==> src/rtl/ac_ph_pkg.sv <==
// Shared definitions for the AC/phase estimator datapath.
// Holds the default phase/amplitude widths so the averager matches the estimator
// outputs. Also holds the binary-angle type, the pi constant and the averager FSM
// state type.
package ac_ph_pkg;

  localparam int unsigned DEF_PH_WIDTH = 32;
  localparam int unsigned DEF_AC_WIDTH = 32;

  // Signed binary angle: full scale 2^DEF_PH_WIDTH corresponds to 2*pi.
  typedef logic signed [DEF_PH_WIDTH-1:0] angle_t;

  localparam angle_t ANGLE_PI = angle_t'({1'b1, {(DEF_PH_WIDTH-1){1'b0}}});

  typedef enum logic {
    StFirst,
    StAcc
  } avg_state_e;

endpackage

==> src/rtl/ac_ph_avg.sv <==
// Frame-result averager. It averages 2^LOG2_N (phase, amplitude) pairs. Phases
// are accumulated as wrap-safe offsets from the block's first sample. It also
// tracks the peak |phase - ref| within each block.
//
// Ports:
//   clk, rst     clock, asynchronous active-high reset
//   i_vld        input sample valid (no backpressure)
//   ph, ac       signed phase difference, unsigned amplitude
//   clear        synchronous flush of partial block, o_vld and ovf
//   o_vld, o_rdy result handshake
//   avg_ph       block-mean phase (modulo 2*pi)
//   avg_ac       block-mean amplitude
//   ph_spread    max |ph - ref| within the block (unsigned)
//   ovf          sticky: an unread result was overwritten
module ac_ph_avg
  import ac_ph_pkg::*;
#(
  parameter int unsigned PH_WIDTH = DEF_PH_WIDTH,
  parameter int unsigned AC_WIDTH = DEF_AC_WIDTH,
  parameter int unsigned LOG2_N   = 3
) (
  input  logic                clk,
  input  logic                rst,
  input  logic                i_vld,
  input  logic [PH_WIDTH-1:0] ph,
  input  logic [AC_WIDTH-1:0] ac,
  input  logic                clear,
  output logic                o_vld,
  input  logic                o_rdy,
  output logic [PH_WIDTH-1:0] avg_ph,
  output logic [AC_WIDTH-1:0] avg_ac,
  output logic [PH_WIDTH-1:0] ph_spread,
  output logic                ovf
);

  localparam int unsigned SPW = PH_WIDTH + LOG2_N;
  localparam int unsigned SAW = AC_WIDTH + LOG2_N;
  localparam logic [LOG2_N-1:0] CNT_LAST = '1;

  avg_state_e        state_q, state_d;
  logic [LOG2_N-1:0] cnt_q, cnt_d;

  logic [PH_WIDTH-1:0] ref_q;
  logic [SPW-1:0]      sum_ph_q;
  logic [SAW-1:0]      sum_ac_q;
  logic [PH_WIDTH-1:0] spread_q;

  logic                first;
  logic                take;
  logic                done;
  logic [PH_WIDTH-1:0] ref_eff;
  logic [PH_WIDTH-1:0] delta;
  logic [PH_WIDTH-1:0] abs_delta;
  logic [SPW-1:0]      sum_ph_acc;
  logic [SAW-1:0]      sum_ac_acc;
  logic [PH_WIDTH-1:0] spread_base;
  logic [PH_WIDTH-1:0] spread_acc;

  // FSM state register
  always_ff @(posedge clk or posedge rst) begin
    if (rst) begin
      state_q <= StFirst;
      cnt_q   <= '0;
    end else begin
      state_q <= state_d;
      cnt_q   <= cnt_d;
    end
  end

  // FSM next state; clear wins over a same-cycle sample
  always_comb begin
    state_d = state_q;
    cnt_d   = cnt_q;
    if (clear) begin
      state_d = StFirst;
      cnt_d   = '0;
    end else if (i_vld) begin
      unique case (state_q)
        StFirst: begin
          state_d = StAcc;
          cnt_d   = LOG2_N'(1);
        end
        StAcc: begin
          if (cnt_q == CNT_LAST) begin
            state_d = StFirst;
            cnt_d   = '0;
          end else begin
            cnt_d = cnt_q + LOG2_N'(1);
          end
        end
        default: begin
          state_d = StFirst;
          cnt_d   = '0;
        end
      endcase
    end
  end

  // FSM outputs and per-sample arithmetic
  always_comb begin
    first = (state_q == StFirst);
    take  = i_vld & ~clear;
    done  = take & (state_q == StAcc) & (cnt_q == CNT_LAST);

    ref_eff = first ? ph : ref_q;
    // Natural PH_WIDTH wrap makes the signed delta the shortest arc.
    delta     = ph - ref_eff;
    // Negating the most negative angle yields 2^(PH_WIDTH-1) as an unsigned value.
    abs_delta = delta[PH_WIDTH-1] ? (-delta) : delta;

    sum_ph_acc  = (first ? '0 : sum_ph_q) + {{LOG2_N{delta[PH_WIDTH-1]}}, delta};
    sum_ac_acc  = (first ? '0 : sum_ac_q) + SAW'(ac);
    spread_base = first ? '0 : spread_q;
    spread_acc  = (abs_delta > spread_base) ? abs_delta : spread_base;
  end

  // Accumulators and output register
  always_ff @(posedge clk or posedge rst) begin
    if (rst) begin
      ref_q     <= '0;
      sum_ph_q  <= '0;
      sum_ac_q  <= '0;
      spread_q  <= '0;
      o_vld     <= 1'b0;
      avg_ph    <= '0;
      avg_ac    <= '0;
      ph_spread <= '0;
      ovf       <= 1'b0;
    end else if (clear) begin
      ref_q    <= '0;
      sum_ph_q <= '0;
      sum_ac_q <= '0;
      spread_q <= '0;
      o_vld    <= 1'b0;
      ovf      <= 1'b0;
    end else begin
      if (take) begin
        if (done) begin
          ref_q    <= '0;
          sum_ph_q <= '0;
          sum_ac_q <= '0;
          spread_q <= '0;
        end else begin
          ref_q    <= ref_eff;
          sum_ph_q <= sum_ph_acc;
          sum_ac_q <= sum_ac_acc;
          spread_q <= spread_acc;
        end
      end

      if (done) begin
        // Dropping the low LOG2_N bits is the floor divide; the upper slice of
        // the signed phase sum is already the arithmetic shift, truncated.
        avg_ph    <= ref_eff + sum_ph_acc[SPW-1:LOG2_N];
        avg_ac    <= sum_ac_acc[SAW-1:LOG2_N];
        ph_spread <= spread_acc;
        o_vld     <= 1'b1;
        if (o_vld && !o_rdy) begin
          ovf <= 1'b1;
        end
      end else if (o_vld && o_rdy) begin
        o_vld <= 1'b0;
      end
    end
  end

endmodule

==> config.mk <==
export PLATFORM = sky130hd
export DESIGN_NAME = ac_ph_avg
export DESIGN_NICKNAME = d
export VERILOG_FILES = /design/src/rtl/ac_ph_pkg.sv /design/src/rtl/ac_ph_avg.sv
export SDC_FILE = /design/constraint.sdc
export NUM_CORES = 1
export LEC_CHECK = 0
export ABC_AREA = 1
export ABC_CLOCK_PERIOD_IN_PS = 7350
export CAP_MARGIN = 10
export CELL_PAD_IN_SITES_DETAIL_PLACEMENT = 1
export CELL_PAD_IN_SITES_GLOBAL_PLACEMENT = 1
export CORE_AREA = 2 2 227 229
export CTS_CLUSTER_SIZE = 20
export DETAILED_ROUTE_END_ITERATION = 7
export DIE_AREA = 0 0 229 231
export PLACE_DENSITY_LB_ADDON = 0.1
export REMOVE_ABC_BUFFERS = 1
export SLEW_MARGIN = 20
export SYNTH_ARGS = -nofsm -noshare
export SYNTH_HDL_FRONTEND = slang
export SYNTH_SLANG_ARGS = --single-unit
==> constraint.sdc <==
create_clock -name clk -period 7.35 [get_ports clk]
set_input_delay 1.47 -clock clk [delete_from_list [all_inputs] [get_ports clk]]
set_output_delay 1.47 -clock clk [all_outputs]
set_load 0.02 [all_outputs]
# Word-level counts from Yosys, hierarchy flattened
# Index checks and enable logic that the tools add are counted.
# Widths: inputs -> output; s select.
dict set report word_totals {
  reg_bits 236
  out_inout_bits 98
}
dict set report op_classes {
  add_sub_neg 6
  magnitude_cmp 1
  n_eq_ne 1
  muxes 32
  bitwise_logic 5
  reduce_logical 10
}
# op n
set ops {}
lappend ops {{$mux 32} 10}
lappend ops {{$mux 35} 8}
lappend ops {{$add 35x32->35} 1}
lappend ops {{$add 35x35->35} 1}
lappend ops {{$add 32x32->32} 1}
lappend ops {{$gt 32x32->1} 1}
lappend ops {{$neg 32->32} 1}
lappend ops {{$sub 32x32->32} 1}
lappend ops {{$mux 1} 9}
lappend ops {{$mux 3} 3}
lappend ops {{$reduce_bool 2->1} 4}
lappend ops {{$pmux 3 s2} 1}
lappend ops {{$reduce_and 2->1} 2}
lappend ops {{$add 3x1->3 const B} 1}
lappend ops {{$and 1x1->1} 3}
lappend ops {{$eq 3x3->1 const B} 1}
lappend ops {{$reduce_bool 3->1} 1}
lappend ops {{$logic_and 1x1->1} 2}
lappend ops {{$not 1->1} 2}
lappend ops {{$pmux 1 s2} 1}
lappend ops {{$logic_not 1->1} 1}

# Depth between registers and ports, before layout
# Gate-level depths: netlist of run 1.
dict set report logic_depth {
  depth_word 9
  mapped_depth 44
  mapped_depth_nobuf 41
}

# Least setup slack after synthesis of run 1
# No wires, ideal clock.
dict set report synth_timing {
  path_kind {input port to flip-flop}
  startpoint {in ph[0]}
  endpoint {reg avg_ph[31]}
  arrival_ns 6.365
  t_required_ns 7.232
  setup_slack_ns 0.867
  cell_stages 39
  n_path_buf 0
  path_cell_list {inv_1 > o21ai_0 > ha_1 > inv_1 > fa_1 > nand2_1 > inv_2 > nand2_1 > nand3_2 > nand2_1 > nand2_1 > nand2_1 > nand2_1 > xor2_2 > ha_1 > nand2_1 > nor2_1 > nand2_1 > (+3 left out) > nand2_1 > nand2_1 > nand2_1 > nand2_1 > nand2_1 > nand2_1 > inv_1 > ha_1 > nand2_1 > nor2_1 > inv_1 > nor4_1 > a21oi_1 > nand2_1 > xnor2_1 > nand3_1 > nand3_1 > nand2_1}
}
dict set report synth_between {
  elab_chain_len 4
}
# element line
set synth_rtl {}
lappend synth_rtl {{from (decl)} ac_ph_avg.sv:25} ;# input logic [PH_WIDTH-1:0] ph,
lappend synth_rtl {{$mux 32} ac_ph_avg.sv:105} ;# ref_eff = first ? ph : ref_q;
lappend synth_rtl {{$sub 32x32->32} ac_ph_avg.sv:107} ;# delta = ph - ref_eff;
lappend synth_rtl {{$add 35x35->35} ac_ph_avg.sv:111} ;# sum_ph_acc = (first ? '0 : sum_ph_q) + {{LOG2_N{delta[PH_WIDTH-1]}}, delta};
lappend synth_rtl {{$add 32x32->32 *} ac_ph_avg.sv:154} ;# avg_ph <= ref_eff + sum_ph_acc[SPW-1:LOG2_N];
lappend synth_rtl {{to (signal assigned)} ac_ph_avg.sv:154}
lappend synth_rtl {{to (decl)} ac_ph_avg.sv:30} ;# output logic [PH_WIDTH-1:0] avg_ph,
# Every way passes the cells marked *; elsewhere a longest branch is shown, timed or not.
# A chain may end at the register's enable or synchronous reset.

# Worst setup path in the final report of run 1
dict set report layout_timing {
  startpoint {in ph[7]}
  endpoint {reg avg_ph[31]}
}
# The elaborated chain is that of the path after synthesis.

==> results.sh, run 1 <==
export IMPL_seqCellArea_mm2=0.00591
export IMPL_grt_pass1_wl_mm=115
export IMPL_post_route_period_util_pct=93.6
export IMPL_p_seq_share_pct=22.2
export IMPL_tns_ns=0
export IMPL_antenna_cells=0
export IMPL_crit_fanout=5
export IMPL_multiInputGateArea_mm2=0.0118
export IMPL_clock_power_share_pct=25.8
export IMPL_power_density_mw_per_mm2=277
export IMPL_seq_area_frac_synth_pct=30.4
export IMPL_hpwlAfterDp_mm=54.8
export IMPL_min_period_ns=6.88
export IMPL_placementRows=83
export IMPL_status="finished clean"
export IMPL_clk_latency_ns=0.62
export IMPL_numClockSinks=236
export IMPL_grt_overflow=0
export IMPL_ant_nets=0
export IMPL_ctsHoldBuffers=0
export IMPL_top_usage_layer="met2"
export IMPL_htree_num_levels=1
export IMPL_place_ws_ns=-0.145
export IMPL_crit_arrival_ns=7.44
export IMPL_switching_share_pct=42.1
export IMPL_first_iter_violations=927
export IMPL_port_buffers=166
export IMPL_clk_pin_slew_ns=0.06
export IMPL_antenna_found_initial=0
export IMPL_max_stage_delay_ns=0.47
export IMPL_peakVddDrop_v=0.000196
export IMPL_postSynthCellCount=2871
export IMPL_finalPower_mw=6.79
export IMPL_syn_area_per_cell_um2=6.77
export IMPL_p_int_mw=3.93
export IMPL_leakage_nw=12.8
export IMPL_crit_type="primary input to register"
export IMPL_dr_pass1_iters=5
export IMPL_area_growth_syn_to_layout_pct=25.9
export IMPL_core_area_mm2=0.0507
export IMPL_max_freq_ghz=0.145
export IMPL_synth_top_flop_cell="dfrtp_1"
export IMPL_crit_path_frequent_cell="nand2_1"
export IMPL_die_area_mm2=0.0529
export IMPL_hold_class="register to register"
export IMPL_synthDistinctLibCells=52
export IMPL_routed_wl_mm=70.9
export IMPL_finalHoldViolCount=0
export IMPL_synth_edf_count=0
export IMPL_worst_pin_slew_ns=0.895
export IMPL_fin_hold_ws_ns=0.477
export IMPL_drive_gt1_share_pct=10.7
export IMPL_finalMaxSlewViolations=0
export IMPL_maxCapViolCount=0
export IMPL_synthTopCellsByArea="dfrtp_1, nand2_1, ha_1"
export IMPL_use_met2_pct=45.6
export IMPL_grt_pass1_vias=22009
export IMPL_async_flop_share_pct=100
export IMPL_ys_ff_latch=236
export IMPL_start_util_pct=38.3
export IMPL_ys_warn_count=0
export IMPL_yosys_area_top_type="dfrtp_1"
export IMPL_p_switching_mw=2.86
export IMPL_crit_required_ns=7.91
export IMPL_fp_dieW_um=229
export IMPL_yosysTopAreaCellShare_pct=30.4
export IMPL_via_per_inst=5.23
export IMPL_slowest_stage="clkdlybuf4s50_1"
export IMPL_clock_root_buffer="clkbuf_16"
export IMPL_fin_ws_ns=0.471
export IMPL_wl_per_cell_um=18.2
export IMPL_startpoint_type="primary input"
export IMPL_synthesis_area_mm2=0.0194
export IMPL_cts_tree="yes"
export IMPL_relSlewSlack_pct=40.3
export IMPL_globalplace_congestion=0.941
export IMPL_grt_max_degree=126
export IMPL_clockBufferDepth=3
export IMPL_drcViolationCount=0
export IMPL_track_usage_pct=26.8
export IMPL_fillers=6706
export IMPL_p_comb_share_pct=52.0
export IMPL_fin_nets=3438
export IMPL_io_pins=167
export IMPL_die_height_um=231
export IMPL_met1_usage_pct=36.9
export IMPL_vias=20408
export IMPL_finalClockSkew_ns=0.0462
export IMPL_crit_path_end_kind="register"
export IMPL_cts_made_buffers=31
export IMPL_globalRouteMet3Util_pct=2.08
export IMPL_setup_violations=0
export IMPL_utilization_pct=48.3
what timing repair did:
item / CTS / global route
setup endpoints to repair: 0 / 13
resized for setup: 0 / 18
buffers inserted: 0 / 2
cell families (layout without fill, tap and decap cells):
logic type | after synthesis | in the layout | share of synthesized area, %
XOR/XNOR | 102 | 102 | 4.87
AND/OR/NAND/NOR | 1403 | 1403 | 30.2
flip-flops | 236 | 236 | 30.4
AO/OA/AOI/OAI | 500 | 500 | 14.6
buffers and inverters | 462 | 816 | 9.02
adder cells (fa/ha/maj) | 168 | 168 | 11.0
cell usage after synthesis, types with 23 or more instances:
cell / instances
xor2_1: 59
nand4_1: 46
nand3_1: 173
nor2_1: 177
ha_1: 164
clkbuf_1: 61
a21oi_1: 142
dfrtp_1: 236
inv_1: 373
xnor2_1: 36
nand2_1: 916
o22ai_1: 30
o21ai_1: 23
o21ai_0: 209
flip-flops by register name (all words and copies together), names as in the netlist:
| signal | cells |
|---|---|
| sum_ac_q | 35 |
| cnt_q | 3 |
| ovf | 1 |
| avg_ph | 32 |
| o_vld | 1 |
| spread_q | 32 |
| state_q | 1 |
| ref_q | 32 |
| avg_ac | 32 |
| ph_spread | 32 |
| sum_ph_q | 35 |
placed cells by master (no fill, tap or decap), types with 7 or more instances in the layout:
master and instances:
nand4_1 46, nor3_1 19, nand2_1 914, bufinv_16 7, o22ai_1 30, inv_1 370, clkbuf_16 31, nand3_1 173
nand2_2 14, o21ai_1 30, a32o_1 9, inv_2 11, nor2_1 173, buf_4 208, o21bai_1 9, ha_1 163
o21ai_0 202, nor2_2 12, xor2_1 59, xnor2_1 35, a31oi_1 15, a22o_1 20, dfrtp_1 235, a21oi_1 141
clkdlybuf4s50_1 166, and2_1 12
metal layers:
layer  share of wire [%]  up-vias
li1                    -    10022
met1                  48    10020
met2                  47      285
met3                 2.7       81
met4                 2.0        0
met5                   0        -
final cells by class:
type | instances | share of cell area, %
clock buffers | 38 | 3.52
flip-flops and latches | 236 | 24.2
repair buffers | 376 | 13.3
clock inverters | 19 | 1.24
inverters | 383 | 5.92
well taps | 680 | 3.48
multi-input cells | 2173 | 48.3
critical path, delay by kind of cell:
kind	cells	cell delay (ns)
simple gates	15	1.71
buf+inv	8	1.27
compound gates	5	1.17
fa+ha+maj	3	1.09
xor+xnor	3	0.69
per-stage QoR:
step	std cells	cell area, um2
4_1_cts	3903	24400
2_1_floorplan	2792	19100
3_3_place_gp	3846	23200
5_1_grt	3905	24500
3_5_place_dp	3846	23200
6_report	3905	24500
path summary, 6_finish.rpt:
path,from,slack (ns),cells after the start,endpoint
max,ph[7],0.47,34,avg_ph[31]
min,sum_ph_q[32],0.48,2,sum_ph_q[32]
max reg2reg,state_q,0.90,33,avg_ph[31]
min reg2reg,sum_ph_q[32],0.48,2,sum_ph_q[32]
max in group asynchronous,rst,4.55,3,state_q
min in group asynchronous,rst,1.40,2,ph_spread[4]
power by group through the flow:
stage               Sequential [mW]  Clock (mW)  Combinational, mW
finish                         1.51        1.75               3.53
global route                   1.53        1.84               3.93
CTS                            1.51        1.79               3.51
detailed placement             1.53           0               3.47
global placement               1.52           0               3.38
floorplan                      1.55           0               1.95
Note: power is estimated with default switching activity, not from simulation.
==> inputs of run 2 (changes only) <==
- ABC_CLOCK_PERIOD_IN_PS: 7350 -> 8700
- CORE_AREA: 2 2 227 229 -> 2 2 209 211
- DIE_AREA: 0 0 229 231 -> 0 0 211 213
- clock period: 7.35 -> 8.7 ns (I/O delays scaled with it)
==> results.sh, run 2 (synthesized netlist as in run 1, its figures left out) <==
export IMPL_clk_latency_ns=0.59
export IMPL_leakage_nw=11.9
export IMPL_dp_cells=3521
export IMPL_place_ws_ns=0.176
export IMPL_track_usage_pct=30.9
export IMPL_power_density_mw_per_mm2=233
export IMPL_routed_wl_mm=69.2
export IMPL_max_stage_delay_ns=0.48
export IMPL_setup_violations=0
export IMPL_grt_max_degree=161
export IMPL_finalMaxSlewViolations=0
export IMPL_final_common_cell="nand2_1"
export IMPL_min_period_ns=8.02
export IMPL_met2WireLength_mm=32.2
export IMPL_antenna_cells=0
export IMPL_crit_arrival_ns=8.55
export IMPL_top_layer_used="met4"
export IMPL_globalplace_congestion=0.934
export IMPL_htree_num_levels=1
export IMPL_clock_root_buffer="clkbuf_16"
export IMPL_port_buffers=166
export IMPL_via_per_inst=5.60
export IMPL_status="finished clean"
export IMPL_drcViolationCount=0
export IMPL_first_iter_violations=1174
export IMPL_vias=20021
export IMPL_fp_dieW_um=211
export IMPL_wl_met1_mm=32.2
export IMPL_startpoint_type="primary input"
export IMPL_post_route_period_util_pct=92.2
export IMPL_r2r_slack_ns=1.18
export IMPL_ctsHoldBuffers=0
export IMPL_holdCritStartpoint="avg_ph[1]"
export IMPL_grt_pass1_vias=21237
export IMPL_hpwlAfterDp_mm=53.0
export IMPL_core_area_mm2=0.0427
export IMPL_die_height_um=213
export IMPL_final_cell_mix="nand2_1, inv_1, dfrtp_1"
export IMPL_instances_no_fill=3576
export IMPL_worst_pin_slew_ns=1.02
export IMPL_cts_tree="yes"
export IMPL_cts_made_buffers=30
export IMPL_io_pins=167
export IMPL_postCtsResizedCells=0
export IMPL_ant_nets=0
export IMPL_r2r_start="state_q"
export IMPL_crit_type="primary input to register"
export IMPL_wl_met3_mm=2.69
export IMPL_design_area_mm2=0.0228
export IMPL_top_regs="sum_ac_q (35), sum_ph_q (35)"
export IMPL_crit_path_frequent_cell="nand2_1"
export IMPL_fin_ws_ns=0.676
export IMPL_placementRows=76
export IMPL_die_area_mm2=0.0449
export IMPL_fin_nets=3244
export IMPL_antenna_found_initial=0
export IMPL_fillers=5587
export IMPL_numClockSinks=236
export IMPL_crit_path_end_kind="register"
export IMPL_finalHoldViolCount=0
export IMPL_post_cts_repair_setup_buffers=0
export IMPL_utilization_pct=53.5
export IMPL_grt_setup_unrepaired="no"
export IMPL_relSlewSlack_pct=32.2
export IMPL_grt_overflow=0
export IMPL_crit_start="ph[0]"
export IMPL_area_growth_syn_to_layout_pct=17.6
export IMPL_max_freq_ghz=0.125
export IMPL_dr_pass1_iters=5
export IMPL_maxCapViolCount=0
export IMPL_tns_ns=0
export IMPL_dpl_instance_area_mm2=0.0216
export IMPL_peakVddDrop_v=0.000199
export IMPL_drive_gt1_share_pct=4.65
export IMPL_crit_fanout=6
export IMPL_slowest_stage="o311ai_1"
export IMPL_clockBufferDepth=3
export IMPL_start_util_pct=45.5
export IMPL_clk_pin_slew_ns=0.06
export IMPL_finalClockSkew_ns=0.0113
export IMPL_grt_pass1_wl_mm=111
export IMPL_wl_per_cell_um=19.4
export IMPL_crit_required_ns=9.23
export IMPL_hold_class="register to register"
==> run 2: cell count changes in the layout (fill, tap and decap cells not counted), moves of 2 or more <==
cell | previous run | this run
o21ai_1 | 30 | 23
buf_4 | 208 | 16
o21ai_0 | 202 | 209
nor4_1 | 4 | 6
nor4_2 | 2 | 0
clkbuf_8 | 6 | 4
clkinvlp_4 | 4 | 2
nor2_2 | 12 | 10
bufinv_16 | 7 | 11
nor2_1 | 173 | 175
==> run 2: worst paths after layout <==
kind                                end  cells after the start
max reg2reg                  avg_ph[31]                     35
min in group asynchronous  ph_spread[4]                      2
min                           avg_ph[1]                      2
min reg2reg                   avg_ph[1]                      2
max                          avg_ph[31]                     42
max in group asynchronous       state_q                      3
==> run 2: layout make-up <==
class,count,area [um2],area share (%)
Tap cell,546,683,2.99
Inverter,383,1450,6.34
Clock buffer,36,835,3.65
Multi-Input combinational cell,2173,11800,51.6
Timing Repair Buffer,183,1800,7.89
Sequential cell,236,5910,25.9
Clock inverter,19,383,1.68
==> run 2: through the flow <==
step           hold WS, ns  power, mW
2_1_floorplan        0.449       2.96
3_3_place_gp         0.452       3.66
3_5_place_dp         0.468       3.74
4_1_cts              0.484       5.33
5_1_grt              0.509       5.69
6_report             0.479       5.33
==> run 2: worst max-delay path, delay by kind of cell <==
kind            cells  cell delay (ns)
compound gates      6             1.43
xor+xnor            2             0.69
fa+ha+maj           4             1.35
buf+inv             8             1.12
simple gates       22             2.22
==> run 2: where the power goes <==
group          switching [mW]  internal [mW]
clock network           0.547           1.01
logic                    1.68          0.818
registers              0.0701           1.21
total                    2.30           3.03
==> run 2: routing by layer <==
layer | vias to the layer above | track usage (%)
met5 | - | 0
met4 | 0 | 9.32
met3 | 127 | 3.28
met2 | 419 | 51.9
met1 | 9854 | 42.1
li1 | 9621 | -
